File: src/rtl/seg_display_write_sequencer.sv
// seg_display_write_sequencer
// Owns the write port of the 8-digit seven-segment register block. Two
// requesters hand over a 32-bit word plus a per-digit mask. Requests are
// arbitrated round-robin. The accepted word is then written digit by digit
// in ascending index order, and each digit holds write high for HOLD_CYCLES.
//
// Handshake: a request is accepted on a rising clk edge where
// req_x_valid && req_x_ready. Ready is combinational, only ever high in IDLE
// outside reset, and never high for both requesters at once. Once a request
// is accepted, its data and mask are latched, so later changes on the
// requester inputs have no effect until the block is back in IDLE.
module seg_display_write_sequencer #(
    parameter int DIGITS      = 8,
    parameter int SEL_W       = 3,
    parameter int HOLD_CYCLES = 2
) (
    input  logic                  clk,
    input  logic                  reset,
    input  logic                  req_a_valid,
    input  logic [4*DIGITS-1:0]   req_a_data,
    input  logic [DIGITS-1:0]     req_a_mask,
    output logic                  req_a_ready,
    input  logic                  req_b_valid,
    input  logic [4*DIGITS-1:0]   req_b_data,
    input  logic [DIGITS-1:0]     req_b_mask,
    output logic                  req_b_ready,
    output logic [3:0]            num,
    output logic [SEL_W-1:0]      sel,
    output logic                  write,
    output logic                  busy,
    output logic                  done,
    output logic                  grant_b
);

    typedef enum logic [1:0] {
        IDLE  = 2'd0,
        WRITE = 2'd1,
        DONE  = 2'd2
    } state_t;

    localparam logic [3:0] HOLD_LAST = 4'(HOLD_CYCLES - 1);

    state_t                state;
    logic [4*DIGITS-1:0]   data_q;
    logic [DIGITS-1:0]     mask_q;
    logic [3:0]            hold_cnt;
    logic                  last_grant_b;

    logic                  grant_a_c;
    logic                  grant_b_c;
    logic                  idle_ok;
    logic [4*DIGITS-1:0]   acc_data;
    logic [DIGITS-1:0]     acc_mask;
    logic [SEL_W-1:0]      acc_idx;
    logic [DIGITS-1:0]     mask_rem;
    logic [SEL_W-1:0]      next_idx;

    // Index of the lowest set bit. Returns 0 for an all-zero mask; callers
    // only use the result when the mask is non-zero.
    function automatic logic [SEL_W-1:0] lowest_idx(input logic [DIGITS-1:0] m);
        logic [SEL_W-1:0] r;
        r = '0;
        for (int i = DIGITS - 1; i >= 0; i--) begin
            if (m[i]) r = SEL_W'(i);
        end
        return r;
    endfunction

    // Round-robin grant: a lone requester always wins; on a tie the side
    // opposite the last grant wins.
    always_comb begin
        grant_a_c = req_a_valid && (!req_b_valid || last_grant_b);
        grant_b_c = req_b_valid && !grant_a_c;
        idle_ok   = (state == IDLE) && !reset;
        acc_data  = grant_b_c ? req_b_data : req_a_data;
        acc_mask  = grant_b_c ? req_b_mask : req_a_mask;
        acc_idx   = lowest_idx(acc_mask);
    end

    assign req_a_ready = idle_ok && grant_a_c;
    assign req_b_ready = idle_ok && grant_b_c;

    // The mask that remains once the digit on sel is finished, and the digit that follows it.
    always_comb begin
        mask_rem      = mask_q;
        mask_rem[sel] = 1'b0;
        next_idx      = lowest_idx(mask_rem);
    end

    // Sequencer FSM. Every display-side output is registered here.
    always_ff @(posedge clk or posedge reset) begin
        if (reset) begin
            state        <= IDLE;
            data_q       <= '0;
            mask_q       <= '0;
            hold_cnt     <= '0;
            last_grant_b <= 1'b1;
            num          <= '0;
            sel          <= '0;
            write        <= 1'b0;
            busy         <= 1'b0;
            done         <= 1'b0;
            grant_b      <= 1'b0;
        end else begin
            case (state)
                IDLE: begin
                    done <= 1'b0;
                    if (req_a_ready || req_b_ready) begin
                        data_q       <= acc_data;
                        mask_q       <= acc_mask;
                        grant_b      <= req_b_ready;
                        last_grant_b <= req_b_ready;
                        busy         <= 1'b1;
                        hold_cnt     <= '0;
                        if (|acc_mask) begin
                            // Present the first digit right away so write
                            // is high in the cycle after accept.
                            state <= WRITE;
                            sel   <= acc_idx;
                            num   <= acc_data[4*acc_idx +: 4];
                            write <= 1'b1;
                        end else begin
                            state <= DONE;
                            done  <= 1'b1;
                        end
                    end
                end
                WRITE: begin
                    if (hold_cnt == HOLD_LAST) begin
                        hold_cnt <= '0;
                        mask_q   <= mask_rem;
                        if (|mask_rem) begin
                            // Move to the next digit with no gap in write.
                            sel <= next_idx;
                            num <= data_q[4*next_idx +: 4];
                        end else begin
                            write <= 1'b0;
                            done  <= 1'b1;
                            state <= DONE;
                        end
                    end else begin
                        hold_cnt <= hold_cnt + 4'd1;
                    end
                end
                DONE: begin
                    done  <= 1'b0;
                    busy  <= 1'b0;
                    state <= IDLE;
                end
                default: begin
                    state <= IDLE;
                end
            endcase
        end
    end

endmodule

File: config.mk
export PLATFORM = sky130hd
export DESIGN_NAME = seg_display_write_sequencer
export DESIGN_NICKNAME = d
export VERILOG_FILES = /design/src/rtl/seg_display_write_sequencer.sv
export SDC_FILE = /design/constraint.sdc
export NUM_CORES = 1
export LEC_CHECK = 0
export CAP_MARGIN = 20
export CORE_AREA = 2 2 99 92
export DETAILED_ROUTE_END_ITERATION = 10
export DIE_AREA = 0 0 101 94
export HOLD_SLACK_MARGIN = 0.06
export PLACE_DENSITY = 0.79
export RECOVER_POWER = 50
export REMOVE_ABC_BUFFERS = 1
export SYNTH_ARGS = -nofsm -noshare
export SYNTH_HDL_FRONTEND = slang
export SYNTH_SLANG_ARGS = --single-unit
File: constraint.sdc
create_clock -name clk -period 3.95 [get_ports clk]
set_clock_uncertainty 0.05 [all_clocks]
set_input_delay 0.79 -clock clk [delete_from_list [all_inputs] [get_ports clk]]
set_output_delay 0.79 -clock clk [all_outputs]
set_load 0.005 [all_outputs]
==> out/qor.csv, run 1 <==
metric,value,unit
crit_type,input port to register,
fin_nets,719,
post_cts_buffers,0,
antenna_cells,0,
dieWidth,101,um
gp_congestion,0.984,
powerDensity,659,nW/um^2
dp_hpwl,10400,um
peakVddDrop,0.386,mV
critical_path.startpoint,req_b_valid,
grt_pass1_wl,22200,um
crit_path_end_kind,register,
ant_nets,0,
ys_types,67,
final_util,0.669,
cap_violations,0,
clkTransAtPathRegs,0.08,ns
grt_antenna_before_repair,0,
synth_area,4190,um^2
tightest_slew,1.18,ns
finalHoldViolCount,0,
arrival,3.88,ns
place_inst,720,
drt_wl_total,13700,um
max_slew_margin,0.212,
clock_sinks,58,
cts_tree,built,
setup_viol,0,
required,4.13,ns
mostFrequentLayoutCell,clkdlybuf4s50_1,
cts_buffer_depth,2,
leakagePower,2.31,nW
whs,0.428,ns
async_flop_share,1.00,
layout_common_cells,"clkdlybuf4s50_1, nand2_1, nor2_1",
grt_overflow,0,
cts_resized,0,
fmax,270,MHz
rows,32,
min_path_type,register to register,
yosys_warnings,0,
cp_cell_sequence,"clkdlybuf4s50_1, a21bo_4, or3_1, a222oi_1, buf_12, mux2i_1, o221ai_1, or4_1, o32a_1",
via_count,4595,
die-height,94,um
cts_made_buffers,9,
post_drt_wl_per_cell,18.7,um
cts-htree-levels,3,
netlist_instances,519,
slowest_delay,0.53,ns
synth_edf_count,0,
clk_latency,0.34,ns
hold_buffers,0,
syn_area_per_cell,8.08,um^2
min-delay-start,grant_b$_DFFE_PP0P_,
cp-start-kind,input port,
crit_fanout,16,
area_growth,34.1,%
top_layer,met4,
firstDrtPassIters,5,
drive_above_1_share,0.0978,
rsz0062_at_grt,false,
finalNonFillerCells,736,
die-area,9490,um^2
grt_pass1_vias,4407,
slew_violations,0,
wl_met1,6070,um
r2r_start,last_grant_b$_DFFE_PP1P_,
ys.flop_type,dfrtp_1,
critPathSlowestCell,clkdlybuf4s50_1,
cts_root_buf,clkbuf_8,
core_area,8410,um^2
via_per_inst,6.24,
period_minus_slack,3.70,ns
finalCritPeriodShare,0.936,
initial_core_util,0.499,
seq_area_frac_synth,0.346,
status,finished clean,
drcViolationCount,0,
ioPinCount,97,
grt_usage,0.300,
dr_wl_met2,6120,um
ys_ff_latch,58,
drtIter0Drc,359,
grt_max_degree,68,
routed-wl-met3,1240,um
port_buffers,96,
-- metrics by stage --
step | setup WS (ns) | instance area (um^2) | power, mW | TNS [ns]
after floorplan | -1.02 | 4060 | 2.32 | -3.86
after global placement | -0.0287 | 5400 | 2.98 | -0.0458
after detailed placement | -0.0956 | 5400 | 3.04 | -0.195
after CTS | 0.277 | 5630 | 3.69 | 0
after global routing | 0.0718 | 5620 | 3.96 | 0
final | 0.251 | 5620 | 3.71 | 0
-- state kept, by name, summed over array words and instances (netlist names) --
name / cells
data_q: 32
mask_q: 8
hold_cnt: 4
num: 4
sel: 3
state: 2
busy: 1
done: 1
grant_b: 1
last_grant_b: 1
write: 1
-- cell usage after synthesis (7+ instances only) --
cell,number,area share
mux2i_1,39,0.093
a21oi_1,31,0.037
inv_1,14,0.013
clkbuf_1,14,0.013
nor2_1,72,0.064
nand2b_1,7,0.010
o21ai_0,27,0.032
dfrtp_1,57,0.34
nand2_1,87,0.078
nor3_1,10,0.012
o22ai_1,14,0.021
o221ai_1,9,0.019
a31oi_1,36,0.054
nand3_1,8,0.0095
-- critical path, delay by kind of cell --
| family | cells | cell delay, ns |
|---|---|---|
| AO/OA/AOI/OAI | 4 | 1.23 |
| buffers and inverters | 2 | 0.76 |
| AND/OR/NAND/NOR | 2 | 0.88 |
| multiplexers | 1 | 0.21 |
-- final timing paths --
path / endpoint / slack [ns] / cells past startpoint
max in group asynchronous: data_q[31]$_DFFE_PP0P_ / 1.13 / 3
worst min register to register: grant_b$_DFFE_PP0P_ / 0.43 / 1
worst max-delay path: num[1]$_DFFE_PP0P_ / 0.25 / 9
worst max register to register: num[1]$_DFFE_PP0P_ / 0.76 / 9
min in group asynchronous: data_q[2]$_DFFE_PP0P_ / 1.12 / 2
worst min-delay path: grant_b$_DFFE_PP0P_ / 0.43 / 1
-- cells by family (layout without fill, tap and decap cells) --
kind of cell             Yosys count  count (layout)  share of synthesized area
AO/OA/AOI/OAI                    161             161                      0.266
AND/OR/NAND/NOR                  211             211                      0.220
buffers and inverters             42             157                     0.0459
multiplexers                      41              41                      0.104
adder cells (fa/ha/maj)            6               6                     0.0179
flip-flops                        58              58                      0.346
-- layout make-up --
type                            instances  area, um^2
Clock buffer                           12         155
Fill cell                             714        2790
Timing Repair Buffer                  126        1200
Clock inverter                          4        73.8
Multi-Input combinational cell        419        2550
Inverter                               15        56.3
Tap cell                              102         128
Sequential cell                        58        1450
-- metal layers --
metal,track usage,up-vias
li1,-,2124
met4,0.109,0
met5,0,-
met1,0.427,2179
met3,0.0439,33
met2,0.464,259
-- report_power, final --
part | total [mW] | switching, mW | internal, mW
Combinational | 1.95 | 1.06 | 0.886
Sequential | 1.12 | 0.236 | 0.879
Clock | 0.644 | 0.254 | 0.390
Total | 3.71 | 1.55 | 2.16
Note: power is estimated with default switching activity, not from simulation.
==> inputs of run 2 (changes only) <==
--- a/config.mk
+++ b/config.mk
@@ -12,7 +12,6 @@
 export HOLD_SLACK_MARGIN = 0.06
 export PLACE_DENSITY = 0.79
 export RECOVER_POWER = 50
-export REMOVE_ABC_BUFFERS = 1
 export SYNTH_ARGS = -nofsm -noshare
 export SYNTH_HDL_FRONTEND = slang
 export SYNTH_SLANG_ARGS = --single-unit
==> run 2 against run 1 <==
The flow now finishes with violations (max-capacitance violations, max-slew violations). Critical path depth unchanged. Worst hold slack got worse by 0.00069 ns. Clock-buffer cell count decreased by 2.
==> out/qor.csv, run 2 (same netlist as run 1, synthesis figures left out) <==
metric,value,unit,change
antenna_cells,0,,unchanged
dp_hpwl,10200,um,-1.9%
place_inst,711,,-1.3%
via_count,4530,,-1.4%
finalNonFillerCells,726,,-1.4%
grt_usage,0.293,,-0.00778
grt_overflow,0,,unchanged
cts_buffer_depth,2,,unchanged
hold_buffers,0,,unchanged
placed_cell_area,5320,um^2,-1.5%
core_area,8410,um^2,unchanged
grt_pass1_wl,21400,um,-3.5%
ant_nets,0,,unchanged
layout_common_cells,"clkdlybuf4s50_1, nand2_1, nor2_1",,
final_util,0.657,,-0.0121
cp-start-kind,input port,,
cp_cell_sequence,"clkdlybuf4s50_1, a21bo_4, or3_1, a222oi_1, buf_4, mux2i_1, o221ai_1, or4_1, o32a_1",,
die-height,94,um,unchanged
cap_violations,1,,+1
drcViolationCount,0,,unchanged
max_slew_margin,-0.152,,-0.364
ioPinCount,97,,unchanged
synth.net_count,609,,
area_growth,31.7,%,
min_path_type,register to register,,
port_buffers,96,,unchanged
grt_max_degree,68,,unchanged
critical-path-top-delay-family,compound AO/OA/AOI/OAI gates,,
cts_made_buffers,9,,unchanged
cts-htree-levels,3,,unchanged
required,4.13,ns,about the same
r2r_setup_slack,0.77,ns,about the same
slowest_delay,0.53,ns,about the same
cts_root_buf,clkbuf_8,,
post_drt_wl_per_cell,18.5,um,-0.88%
status,"complete, but fails checks",,
initial_core_util,0.499,,unchanged
slew_violations,30,,+30
powerDensity,661,nW/um^2,+0.18%
tightest_slew,1.73,ns,+0.546 ns
peakVddDrop,0.258,mV,-33%
crit_fanout,13,,-3
grt_pass1_vias,4237,,-3.9%
cts_tree,built,,
finalCritPeriodShare,0.938,,+0.00111
dieWidth,101,um,unchanged
firstDrtPassIters,7,,+2
largest-register,data_q,,
drt_wl_total,13400,um,-2.2%
fin_area,5520,um^2,-1.8%
grt_antenna_before_repair,0,,unchanged
clkTransAtPathRegs,0.06,ns,-0.02 ns
die-area,9490,um^2,unchanged
drtIter0Drc,394,,+9.7%
critPathSlowestCell,clkdlybuf4s50_1,,
period_minus_slack,3.70,ns,+0.00436 ns
rows,32,,unchanged
rsz0062_at_grt,false,,
fmax,270,MHz,-0.12%
post_cts_buffers,0,,unchanged
crit_path_end_kind,register,,
setup_viol,0,,unchanged
via_per_inst,6.24,,about the same
cts_resized,0,,unchanged
largest_register_ffs,32,,unchanged
whs,0.427,ns,-0.000689 ns
finalHoldViolCount,0,,unchanged
clock_sinks,58,,unchanged
leakagePower,2.24,nW,-2.8%
clk_latency,0.35,ns,about the same
crit_type,input port to register,,
arrival,3.89,ns,about the same
violations,"max-capacitance violations, max-slew violations",,
gp_congestion,0.932,,-5.3%
fin_nets,710,,-1.3%
mostFrequentLayoutCell,clkdlybuf4s50_1,,
cp_num_buf_inv,2,,unchanged
drive_above_1_share,0.0833,,-0.0145
reg_top3,"data_q x32, mask_q x8",,
[run 2: cell count changes in the layout (fill, tap and decap cells not counted)]
cell,change
clkinv_4,-1
clkinvlp_4,+2
buf_4,-8
buf_12,-1
clkbuf_8,-2
[run 2: worst paths after layout]
kind | startpoint | to | depth (start not counted)
max reg2reg | last_grant_b$_DFFE_PP1P_ | num[1]$_DFFE_PP0P_ | 9
min in group asynchronous | reset | state[1]$_DFFE_PP0P_ | 2
max in group asynchronous | reset | num[3]$_DFFE_PP0P_ | 3
min | grant_b$_DFFE_PP0P_ | grant_b$_DFFE_PP0P_ | 1
max | req_b_valid | num[1]$_DFFE_PP0P_ | 9
min reg2reg | grant_b$_DFFE_PP0P_ | grant_b$_DFFE_PP0P_ | 1
[run 2: where the power goes]
group          total, mW  internal (mW)  switching, mW
clock network      0.596          0.350          0.246
registers           1.11          0.879          0.233
logic               1.94          0.854           1.09
total               3.65           2.08           1.56
[run 2: area by class of cell]
type,instances,area [um^2]
clock buffer,10,128
clock inverter,5,80.1
fill,717,2890
inverter,15,56.3
multi-input combinational,419,2550
sequential,58,1450
tap,102,128
timing repair buffer,117,1120
[run 2: layer usage]
metal  GRT usage  wire length [um]
met5           0                 0
met4      0.0957               257
met1       0.409              5810
met2       0.451              6110
met3      0.0625              1260
[run 2: stage by stage]
step / worst slack [ns] / TNS [ns] / power, mW
floorplan: 0.773 / 0 / 2.37
global placement: -0.00474 / -0.00474 / 2.96
detailed placement: -0.0950 / -0.243 / 3.02
CTS: 0.269 / 0 / 3.63
global route: 0.0983 / 0 / 3.91
finish: 0.247 / 0 / 3.65
